==> config.mk <==
export PLATFORM = sky130hd
export DESIGN_NAME = serial_frame_tx_1010_flat
export DESIGN_NICKNAME = d
export VERILOG_FILES = /design/src/rtl/serial_frame_tx_1010_if.sv /design/src/rtl/serial_frame_tx_1010.sv /design/src/flat_wrapper.sv
export SDC_FILE = /design/constraint.sdc
export NUM_CORES = 1
export LEC_CHECK = 0
export CAP_MARGIN = 40
export CORE_MARGIN = 3
export CORE_UTILIZATION = 25
export DETAILED_ROUTE_END_ITERATION = 10
export PLACE_DENSITY = 0.47
export SYNTH_ARGS = -nofsm -noshare
export SYNTH_HDL_FRONTEND = slang
export SYNTH_SLANG_ARGS = --single-unit
==> constraint.sdc <==
create_clock -name clk -period 2.18 [get_ports clk]
set_clock_uncertainty 0.2 [all_clocks]
set_input_delay 0.436 -clock clk [delete_from_list [all_inputs] [get_ports clk]]
set_output_delay 0.436 -clock clk [all_outputs]
set_load 0.02 [all_outputs]
==> src/rtl/serial_frame_tx_1010_if.sv <==
// Handshake and serial-line bundle for serial_frame_tx_1010.
// The word source is the master; the transmitter is the slave.
interface serial_frame_tx_1010_if #(
    parameter int DATA_W = 8
) ();
    logic              in_valid;
    logic [DATA_W-1:0] in_data;
    logic              in_ready;
    logic              sout;
    logic              frame_active;
    logic              tx_done;

    modport master (
        output in_valid, in_data,
        input  in_ready, sout, frame_active, tx_done
    );

    modport slave (
        input  in_valid, in_data,
        output in_ready, sout, frame_active, tx_done
    );
endinterface

==> src/rtl/serial_frame_tx_1010.sv <==
// Serial frame transmitter: preamble, MSB-first payload, idle-low gap.
// Feeds the Mealy 1010 detector at the far end of the link.
module serial_frame_tx_1010 #(
    parameter int               DATA_W     = 8,
    parameter int               PRE_W      = 4,
    parameter logic [PRE_W-1:0] PREAMBLE   = 4'b1010,
    parameter int               GAP_CYCLES = 2
) (
    input logic                   clk,
    input logic                   rst_n,
    serial_frame_tx_1010_if.slave tx_if
);
    localparam int TOT_W = PRE_W + DATA_W;
    localparam int MAX_A = (PRE_W > DATA_W) ? PRE_W : DATA_W;
    localparam int MAX_C = (MAX_A > GAP_CYCLES) ? MAX_A : GAP_CYCLES;
    localparam int CW    = $clog2(MAX_C) + 1;

    localparam logic [CW-1:0] PRE_LD = CW'(PRE_W - 1);
    localparam logic [CW-1:0] DAT_LD = CW'(DATA_W - 1);
    localparam logic [CW-1:0] GAP_LD =
        CW'((GAP_CYCLES > 0) ? GAP_CYCLES - 1 : 0);

    typedef enum logic [1:0] {
        S_IDLE,
        S_PRE,
        S_DATA,
        S_GAP
    } state_e;

    state_e            state_q, state_d;
    logic [CW-1:0]     cnt_q, cnt_d;
    logic [TOT_W-1:0]  sh_q, sh_d;
    logic              sout_q, sout_d;
    logic              act_q, act_d;
    logic              done_q, done_d;
    logic              rdy_q, rdy_d;
    logic              accept;

    assign accept = tx_if.in_valid & rdy_q;

    always_ff @(posedge clk or negedge rst_n) begin
        if (!rst_n) begin
            state_q <= S_IDLE;
            cnt_q   <= '0;
            sh_q    <= '0;
            sout_q  <= 1'b0;
            act_q   <= 1'b0;
            done_q  <= 1'b0;
            rdy_q   <= 1'b1;
        end else begin
            state_q <= state_d;
            cnt_q   <= cnt_d;
            sh_q    <= sh_d;
            sout_q  <= sout_d;
            act_q   <= act_d;
            done_q  <= done_d;
            rdy_q   <= rdy_d;
        end
    end

    // cnt_q holds the cycles remaining in the current phase after this one
    always_comb begin
        state_d = state_q;
        cnt_d   = cnt_q;
        sh_d    = sh_q;
        unique case (state_q)
            S_IDLE: begin
                if (accept) begin
                    state_d = S_PRE;
                    cnt_d   = PRE_LD;
                    sh_d    = {PREAMBLE, tx_if.in_data};
                end
            end
            S_PRE: begin
                sh_d = sh_q << 1;
                if (cnt_q == '0) begin
                    state_d = S_DATA;
                    cnt_d   = DAT_LD;
                end else begin
                    cnt_d = cnt_q - CW'(1);
                end
            end
            S_DATA: begin
                sh_d = sh_q << 1;
                if (cnt_q == '0) begin
                    if (GAP_CYCLES > 0) begin
                        state_d = S_GAP;
                        cnt_d   = GAP_LD;
                    end else begin
                        state_d = S_IDLE;
                        cnt_d   = '0;
                    end
                end else begin
                    cnt_d = cnt_q - CW'(1);
                end
            end
            S_GAP: begin
                if (cnt_q == '0) begin
                    state_d = S_IDLE;
                end else begin
                    cnt_d = cnt_q - CW'(1);
                end
            end
            default: state_d = S_IDLE;
        endcase
    end

    // Outputs are registered, so decode them from the next state
    always_comb begin
        sout_d = 1'b0;
        act_d  = 1'b0;
        done_d = 1'b0;
        rdy_d  = 1'b0;
        unique case (state_d)
            S_IDLE: rdy_d = 1'b1;
            S_PRE: begin
                act_d  = 1'b1;
                sout_d = sh_d[TOT_W-1];
            end
            S_DATA: begin
                act_d  = 1'b1;
                sout_d = sh_d[TOT_W-1];
                done_d = (cnt_d == '0);
            end
            S_GAP:   sout_d = 1'b0;
            default: sout_d = 1'b0;
        endcase
    end

    assign tx_if.in_ready     = rdy_q;
    assign tx_if.sout         = sout_q;
    assign tx_if.frame_active = act_q;
    assign tx_if.tx_done      = done_q;
endmodule

==> src/flat_wrapper.sv <==
// flat-port wrapper written by rule: the top's interface ports become plain ports
module serial_frame_tx_1010_flat 
#(
    parameter int               DATA_W     = 8,
    parameter int               PRE_W      = 4,
    parameter logic [PRE_W-1:0] PREAMBLE   = 4'b1010,
    parameter int               GAP_CYCLES = 2
)
  (clk, rst_n, tx_if_in_valid, tx_if_in_data, tx_if_in_ready, tx_if_sout, tx_if_frame_active, tx_if_tx_done);
  serial_frame_tx_1010_if #(.DATA_W(DATA_W)) tx_if_i ();
  input logic clk;
  input logic rst_n;
  input wire logic [$bits(tx_if_i.in_valid)-1:0] tx_if_in_valid;
  input wire logic [$bits(tx_if_i.in_data)-1:0] tx_if_in_data;
  output wire logic [$bits(tx_if_i.in_ready)-1:0] tx_if_in_ready;
  output wire logic [$bits(tx_if_i.sout)-1:0] tx_if_sout;
  output wire logic [$bits(tx_if_i.frame_active)-1:0] tx_if_frame_active;
  output wire logic [$bits(tx_if_i.tx_done)-1:0] tx_if_tx_done;
  assign tx_if_i.in_valid = tx_if_in_valid;
  assign tx_if_i.in_data = tx_if_in_data;
  assign tx_if_in_ready = tx_if_i.in_ready;
  assign tx_if_sout = tx_if_i.sout;
  assign tx_if_frame_active = tx_if_i.frame_active;
  assign tx_if_tx_done = tx_if_i.tx_done;
  serial_frame_tx_1010 #(.DATA_W(DATA_W), .PRE_W(PRE_W), .PREAMBLE(PREAMBLE), .GAP_CYCLES(GAP_CYCLES)) u_core (.clk(clk), .rst_n(rst_n), .tx_if(tx_if_i));
endmodule
**Word-level counts from Yosys, hierarchy flattened**

Index checks and enable logic that the tools add are counted.
Widths: inputs -> output; s select.

- Flip-flop bits (word level): 22
- Input bits: 11
- Output and inout bits: 4
- Word-level logic and storage cells: 40

- $add $sub $neg: 1
- Equal/unequal tests: 6
- Muxes and demuxes: 16
- Bitwise gates (word level): 1
- Reduce and logical (&&, ||, !) cells: 8

Operators with widths:

| cell | count |
|---|---|
| $pmux 12 s2 | 1 |
| $mux 4 | 4 |
| $pmux 4 s4 | 1 |
| $mux 12 | 1 |
| $logic_not 4->1 | 2 |
| $mux 2 | 4 |
| $pmux 2 s4 | 1 |
| $eq 2x2->1 const B | 3 |
| $eq 2x1->1 const B | 2 |
| $logic_not 2->1 | 2 |
| $mux 1 | 4 |
| $reduce_or 2->1 | 2 |
| $sub 4x1->4 const B | 1 |
| $ne 2x1->1 const B | 1 |
| $reduce_and 2->1 | 1 |
| $reduce_bool 2->1 | 1 |
| $and 1x1->1 | 1 |

**Longest topological paths before layout**

Gate-level depths: netlist (run 1).

- Depth in word-level cells: 6
- Depth in mapped cells: 10
- Mapped depth without buffers: 10

**Least setup slack after synthesis (run 1)**

OpenSTA, ideal clock, no wires.

- Kind: register to register
- Start point: register u_core.cnt_q[0]
- End point: register u_core.sout_q (netlist: u_core.tx_if.sout)
- Setup time: 0.119 ns
- Arrival time: 1.835 ns
- Data required time: 1.861 ns
- Setup slack: 0.026 ns
- Stages on the path, launching flop included: 10
- Buffers on the path: 0
- Period minus slack after synthesis: 2.154 ns
- Cell sequence: dfrtp_1 -> inv_1 -> ha_1 -> nor3b_2 -> inv_2 -> a2111oi_0 -> nor2_1 -> o21ai_0 -> ha_1 -> and2_1

- Longest elaborated chain between the ends: 6
- Elaborated cells between the ends (all ways): 9
- Classes of those cells: eq/ne: 2; mux: 5; reduce/logical: 2

RTL lines:

| what | line | source |
|---|---|---|
| start, declared | serial_frame_tx_1010.sv:31 | `logic [CW-1:0] cnt_q, cnt_d;` |
| start signal, assigned | serial_frame_tx_1010.sv:52 | `cnt_q <= cnt_d;` |
| $logic_not 4->1 (*) | serial_frame_tx_1010.sv:76, serial_frame_tx_1010.sv:85, serial_frame_tx_1010.sv:98 |  |
| $mux 2 (on tied branches) | serial_frame_tx_1010.sv:98, serial_frame_tx_1010.sv:85, serial_frame_tx_1010.sv:76 |  |
| $pmux 2 s4 (*) | serial_frame_tx_1010.sv:66 | `unique case (state_q)` |
| $eq 2x1->1 or $eq 2x2->1 (tied branches) | serial_frame_tx_1010.sv:114 | `unique case (state_d)` |
| $reduce_or 2->1 (no source line) (*) | n/a |  |
| $mux 1 (*) | serial_frame_tx_1010.sv:114 |  |
| named net u_core.sout_d | serial_frame_tx_1010.sv:33 | `logic sout_q, sout_d;` |
| end signal, assigned | serial_frame_tx_1010.sv:54 | `sout_q <= sout_d;` |
| end, declared | serial_frame_tx_1010.sv:33 |  |

The timed path passes the listed nets; every way through them passes the cells marked *.
A chain may end at the register's enable or synchronous reset.

**Worst setup path in the final report (run 1)**

- Start point: register u_core.state_q[0]
- End point: register u_core.done_q (netlist: u_core.tx_if.tx_done)

- Longest elaborated chain between the ends: 4
- Elaborated cells between the ends (all ways): 13
- Classes of those cells: eq/ne: 4; mux: 7; reduce/logical: 2

RTL lines:

| what | line | source |
|---|---|---|
| start, declared | serial_frame_tx_1010.sv:30 | `state_e state_q, state_d;` |
| start signal, assigned | serial_frame_tx_1010.sv:51 | `state_q <= state_d;` |
| $eq 2x2->1 (tied with other cells) | serial_frame_tx_1010.sv:66 |  |
| $pmux 4 s4 (*) | serial_frame_tx_1010.sv:66 |  |
| named net u_core.cnt_d[3] | serial_frame_tx_1010.sv:31 |  |
| $logic_not 4->1 (*) | serial_frame_tx_1010.sv:123 | `done_d = (cnt_d == '0);` |
| $mux 1 (*) | serial_frame_tx_1010.sv:114 |  |
| named net u_core.done_d | serial_frame_tx_1010.sv:35 | `logic done_q, done_d;` |
| end signal, assigned | serial_frame_tx_1010.sv:56 | `done_q <= done_d;` |
| end, declared | serial_frame_tx_1010.sv:35 |  |

Marks and branches as above.

==> impl_metrics.csv, run 1 <==
group,metric,value,unit
status,run_status,"finished clean",
critical_path,required,2160,ps
global_route,grt.total_usage,10.23,%
detailed_routing,vias,964,
detailed_routing,drt_iter0_drc,90,
sta,setup_viol,0,
placement,place_area,1478,sq um
critical_path,critPathLaunchType,"flop",
critical_path,ff2ff_path_depth,6,
synth,synthTopCellsByArea,"dfrtp_1, a22o_1, ha_1",
synth,syn_area_per_cell,10.19,sq um
critical_path,end_kind,"flop",
clocking,holdBufCountCts,0,
run,maxCapViolCount,0,
critical_path,critPathTopFamily,"simple AND/OR/NAND/NOR gates",
clocking,numCtsBuffers,3,
power_and_ir_drop,max-vdd-ir-drop,0.0004771,V
sta,fin_crit,2105,ps
synth,syn_area,1151,sq um
critical_path,reg2reg_to,"u_core.tx_if.tx_done",
detailed_routing,via_per_inst,4.869,
critical_path,r2r_setup_slack,70,ps
detailed_routing,wl_per_cell,13.49,um
cells_and_area,final_area,1664,sq um
cells_and_area,drive_gt1_share,31.51,%
critical_path,crit_buf_inv,1,
global_route,gr-total-overflow,0,
synth,syn-num-nets,132,
floorplanning,die-area,5455,sq um
min_path,hp-class,"input port to async pin",
synth,ys_ff_latch,22,
sta,timing.final.crit_share,96.56,%
synth,syn_inst,113,
clocking,cts_tree,"yes",
sta,fin_tns_setup,0,ps
global_route,first_global_vias,943,
detailed_routing,ant_nets,0,
floorplanning,dieHeight,73.86,um
sta,slew_headroom,73.04,%
critical_path,crit_chain,"ha_2 > buf_4 > or3_1 > and4b_1 > a21o_1 > nor4_2",
global_route,grt_pass1_wl,4.381,mm
placement,dp_hpwl,1.952,mm
critical_path,crit_cells,6,
clocking,clk_pin_slew,80,ps
floorplanning,io_pins,15,
clocking,insertion_delay,260,ps
global_route,antenna_found_initial,0,
critical_path,slowest_delay,450,ps
cells_and_area,area_growth,44.57,%
global_route,grt_max_degree,16,
detailed_routing,wl,2.671,mm
critical_path,arrival,2080,ps
cells_and_area,fin_nets,166,
power_and_ir_drop,fin_total_pwr,2.783,mW
synth,synthArstFlopShare,100.0,%
cells_and_area,diodes,0,
synth,yosys_warnings,0,
clocking,htreeDepth,1,
clocking,cts_root_buffer,"clkbuf_8",
synth,ys_types,31,
placement,gp_congestion,0.8777,
clocking,cts_sinks,22,
critical_path,cpMaxStageDelayCell,"dfrtp_1",
synth,yosysMostFrequentCell,"dfrtp_1",
detailed_routing,drc,0,
sta,worst_slew_pin_slew,403.2,ps
floorplanning,start_util,26.08,%
floorplanning,die_w,73.86,um
sta,hold_viol,0,
floorplanning,placementRows,24,
synth,synth_area_leader_cell,"dfrtp_1",
synth,synth_common_cells,"dfrtp_1, a22o_1, nor2_1",
sta,rsz0062_at_grt,"true",
critical_path,crit_fanout,6,
sta,holdWs,257.5,ps
critical_path,crit_type,"flop to flop",
power_and_ir_drop,p_leak,0.7423,nW
power_and_ir_drop,power_density,1672,nW/um^2
detailed_routing,dr.pass1.iters,4,
critical_path,r2r_start,"u_core.state_q[0]",
clocking,clk_path_buf_depth,2,
synth,synth_edf_count,0,
synth,yosysTopAreaCellShare,45.65,%
cells_and_area,fin_util,37.70,%
sta,fmax,475.1,MHz
critical_path,crit_path_start,"u_core.state_q[0]",
synth,ys.flop_type,"dfrtp_1",
floorplanning,core_area,4414,sq um
sta,slew_violations,0,
placement,portBuffers,14,
critical_path,critPathCapture,"u_core.tx_if.tx_done",
synth,ys_seq_area_share,47.93,%
[state kept, by name, summed over array words and instances, names as in the netlist]
register / count
u_core.cnt_q: 4
u_core.sh_q: 12
u_core.state_q: 2
u_core.tx_if.frame_active: 1
u_core.tx_if.in_ready: 1
u_core.tx_if.sout: 1
u_core.tx_if.tx_done: 1
[cells by family after synthesis]
| group | Yosys count | share of synthesized area [%] |
|---|---|---|
| AO/OA/AOI/OAI | 39 | 24.89 |
| adder cells (fa/ha/maj) | 8 | 8.696 |
| buffers and inverters | 13 | 4.564 |
| flip-flops | 22 | 47.93 |
| AND/OR/NAND/NOR | 31 | 13.91 |
[layout by cell type (no fill, tap or decap), drive strengths merged, types with 2 or more instances in the layout]
master         Yosys  final
o32ai              2      2
nor3               2      2
clkdlybuf4s50      0     14
a22o              14     14
inv                7      7
o21a               2      2
o21ai              9      9
buf                3     21
clkbuf             3      3
nor2              13     13
ha                 8      8
nand2              6      6
a21oi              4      4
nor2b              3      3
dfrtp             21     21
[power breakdown]
group	leakage (nW)	switching, mW	internal [mW]
clock network	0.0357	0.138	0.245
logic	0.421	0.836	0.844
registers	0.286	0.121	0.599
[routing by layer]
metal  wire length [um]  vias to the layer above  GRT usage, %  share of wire, %
met5                  0                        -             0                 0
met4                 20                        0         1.811              0.75
met3                 60                        2         2.052               2.2
met2               1283                       17         15.94                48
met1               1306                      472         14.70                49
li1                   -                      473             -                 -
[metrics by stage]
step	setup WS, ps	cells
final	74.97	198
after global routing	-37.41	198
after CTS	1.695	195
after detailed placement	3.898	191
after global placement	0.8097	191
after floorplan	26.18	113
[worst min path at each step]
stage / to / slack [ps] / start / cells past startpoint
floorplan: u_core.cnt_q[0] / -60 / rst_n / 0
global placement: u_core.sh_q[10] / 270 / u_core.sh_q[10] / 2
detailed placement: u_core.sh_q[8] / 270 / u_core.sh_q[8] / 2
CTS: u_core.state_q[0] / 270 / rst_n / 1
global route: u_core.state_q[0] / 290 / rst_n / 1
finish: u_core.state_q[0] / 260 / rst_n / 1
[area by class of cell]
class                   instances  area [sq um]
flip-flops and latches         22         553.0
fillers                       441          2750
repair buffers                 35         310.3
clock inverters                 1         30.03
multi-input cells              78         638.1
inverters                       7         26.28
well taps                      52         65.06
clock buffers                   3         41.29
[timing repair]
action | 4_1_cts | 5_1_grt
setup endpoints to repair | 2 | 10
pin swaps | 0 | 4
buffers inserted | 0 | 3
gates resized for setup | 3 | 19
cloned | 0 | 0
(Power assumes the default switching activity.)
==> inputs of run 2 (changes only) <==
--- a/config.mk
+++ b/config.mk
@@ -9,7 +9,7 @@
 export CORE_MARGIN = 3
 export CORE_UTILIZATION = 25
 export DETAILED_ROUTE_END_ITERATION = 10
-export PLACE_DENSITY = 0.47
+export PLACE_DENSITY = 0.45
 export SYNTH_ARGS = -nofsm -noshare
 export SYNTH_HDL_FRONTEND = slang
 export SYNTH_SLANG_ARGS = --single-unit
==> constraint.sdc (replaced) <==
create_clock -name clk -period 2.52 [get_ports clk]
set_clock_uncertainty 0.2 [all_clocks]
set_input_delay 0.63 -clock clk [delete_from_list [all_inputs] [get_ports clk]]
set_output_delay 0.63 -clock clk [all_outputs]
set_load 0.02 [all_outputs]
==> impl_metrics.csv, run 2 (same netlist as run 1, synthesis figures left out) <==
group,metric,value,unit
cells_and_area,fin_util,32.74,%
cells_and_area,area_growth,25.54,%
floorplanning,die_w,73.86,um
critical_path,crit_chain,"inv_1 > ha_1 > nor3b_4 > inv_2 > a2111oi_1 > nor2_1 > o21ai_0 > ha_1 > and2_1",
clocking,clk_pin_slew,80,ps
critical_path,cpMaxStageDelayCell,"dfrtp_1",
placement,portBuffers,14,
sta,slew_headroom,70.05,%
detailed_routing,dr.pass1.iters,4,
clocking,htreeDepth,1,
cells_and_area,largest_register_ffs,12,
cells_and_area,final_common_cell,"dfrtp_1",
floorplanning,start_util,26.08,%
cells_and_area,regMostFlops,"u_core.sh_q",
detailed_routing,vias,883,
cells_and_area,diodes,0,
global_route,grt_pass1_wl,4.015,mm
sta,fin_crit,2322,ps
sta,rsz0062_at_grt,"false",
floorplanning,dieHeight,73.86,um
status,run_status,"finished clean",
sta,fmax,430.7,MHz
cells_and_area,nFillCells,442,
cells_and_area,drive_gt1_share,12.12,%
sta,hold_viol,0,
sta,fin_tns_setup,0,ps
clocking,insertion_delay,260,ps
clocking,clk_path_buf_depth,2,
placement,gp_congestion,0.7692,
sta,slew_violations,0,
critical_path,crit_type,"flop to flop",
global_route,gr-total-overflow,0,
cells_and_area,fin_nets,152,
sta,timing.final.crit_share,92.14,%
clocking,cts_resized,0,
critical_path,slowest_delay,410,ps
detailed_routing,via_per_inst,4.799,
global_route,grt_max_degree,23,
critical_path,crit_buf_inv,2,
critical_path,critPathLaunchType,"flop",
power_and_ir_drop,max-vdd-ir-drop,0.0003419,V
floorplanning,core_area,4414,sq um
global_route,first_global_vias,839,
min_path,hp-class,"flop to flop",
cells_and_area,reg_top3,"u_core.sh_q (12), u_core.cnt_q (4), u_core.state_q (2)",
clocking,postCtsSetupBuffers,0,
critical_path,end_kind,"flop",
floorplanning,die-area,5455,sq um
power_and_ir_drop,p_leak,0.6574,nW
cells_and_area,stdcell_count,184,
critical_path,critPathTopFamily,"simple AND/OR/NAND/NOR gates",
clocking,holdBufCountCts,0,
detailed_routing,drt_iter0_drc,50,
placement,dp_hpwl,1.813,mm
critical_path,arrival,2270,ps
detailed_routing,ant_nets,0,
detailed_routing,drc,0,
floorplanning,io_pins,15,
clocking,cts_root_buffer,"clkbuf_8",
floorplanning,placementRows,24,
critical_path,crit_fanout,4,
clocking,cts_tree,"yes",
sta,holdWs,296.6,ps
placement,placed_cells,180,
clocking,numCtsBuffers,3,
sta,setup_viol,0,
global_route,grt.total_usage,9.601,%
critical_path,crit_top_cell,"ha_1",
cells_and_area,layout_common_cells,"dfrtp_1, a22o_1, clkdlybuf4s50_1",
power_and_ir_drop,power_density,1346,nW/um^2
critical_path,required,2470,ps
detailed_routing,wl,2.360,mm
sta,worst_slew_pin_slew,449.2,ps
global_route,antenna_found_initial,0,
clocking,cts_sinks,22,
run,maxCapViolCount,0,
detailed_routing,wl_per_cell,12.83,um
-- run 2: power by group --
part | switching [mW] | internal [mW] | total (mW)
registers | 0.110 | 0.517 | 0.627
clock network | 0.111 | 0.139 | 0.250
logic | 0.588 | 0.481 | 1.07
total | 0.808 | 1.14 | 1.95
-- run 2: worst paths after layout --
check                                start               endpoint  slack (ps)  cells after the start
hold reg to reg             u_core.sh_q[9]         u_core.sh_q[9]         300                      2
setup reg to reg           u_core.cnt_q[0]      u_core.tx_if.sout         200                      9
hold / removal              u_core.sh_q[9]         u_core.sh_q[9]         300                      2
max in group asynchronous            rst_n  u_core.tx_if.in_ready        1320                      2
min in group asynchronous            rst_n        u_core.cnt_q[1]         510                      2
setup / recovery           u_core.cnt_q[0]      u_core.tx_if.sout         200                      9
-- run 2: layout make-up --
class	count	area [sq um]	area share, %
Timing Repair Buffer	21	192.7	13.33
Sequential cell	22	551.8	38.18
Clock buffer	4	55.05	3.810
Multi-Input combinational cell	78	554.3	38.35
Tap cell	52	65.06	4.502
Inverter	7	26.28	1.818
-- run 2: per-layer routing --
layer	routed length, um	share of wire [%]	global-route usage, %
met3	35	1.5	1.231
met1	1214	51	14.06
met5	0	0	0
met2	1059	45	13.98
met4	50	2.1	4.225
-- run 2: stage by stage --
step                setup slack (ps)  area (sq um)  total power, mW
floorplan                      366.2          1151            1.344
global route                   20.18          1445            2.129
finish                         198.1          1445            1.945
CTS                            145.8          1438            1.953
global placement               209.7          1383            1.670
detailed placement             162.9          1383            1.690
-- run 2: worst min-delay path, stage by stage, from the launching register on --
cell     delay (ps)
dfrtp_1         350
nand2_1          50
o21ai_0          70
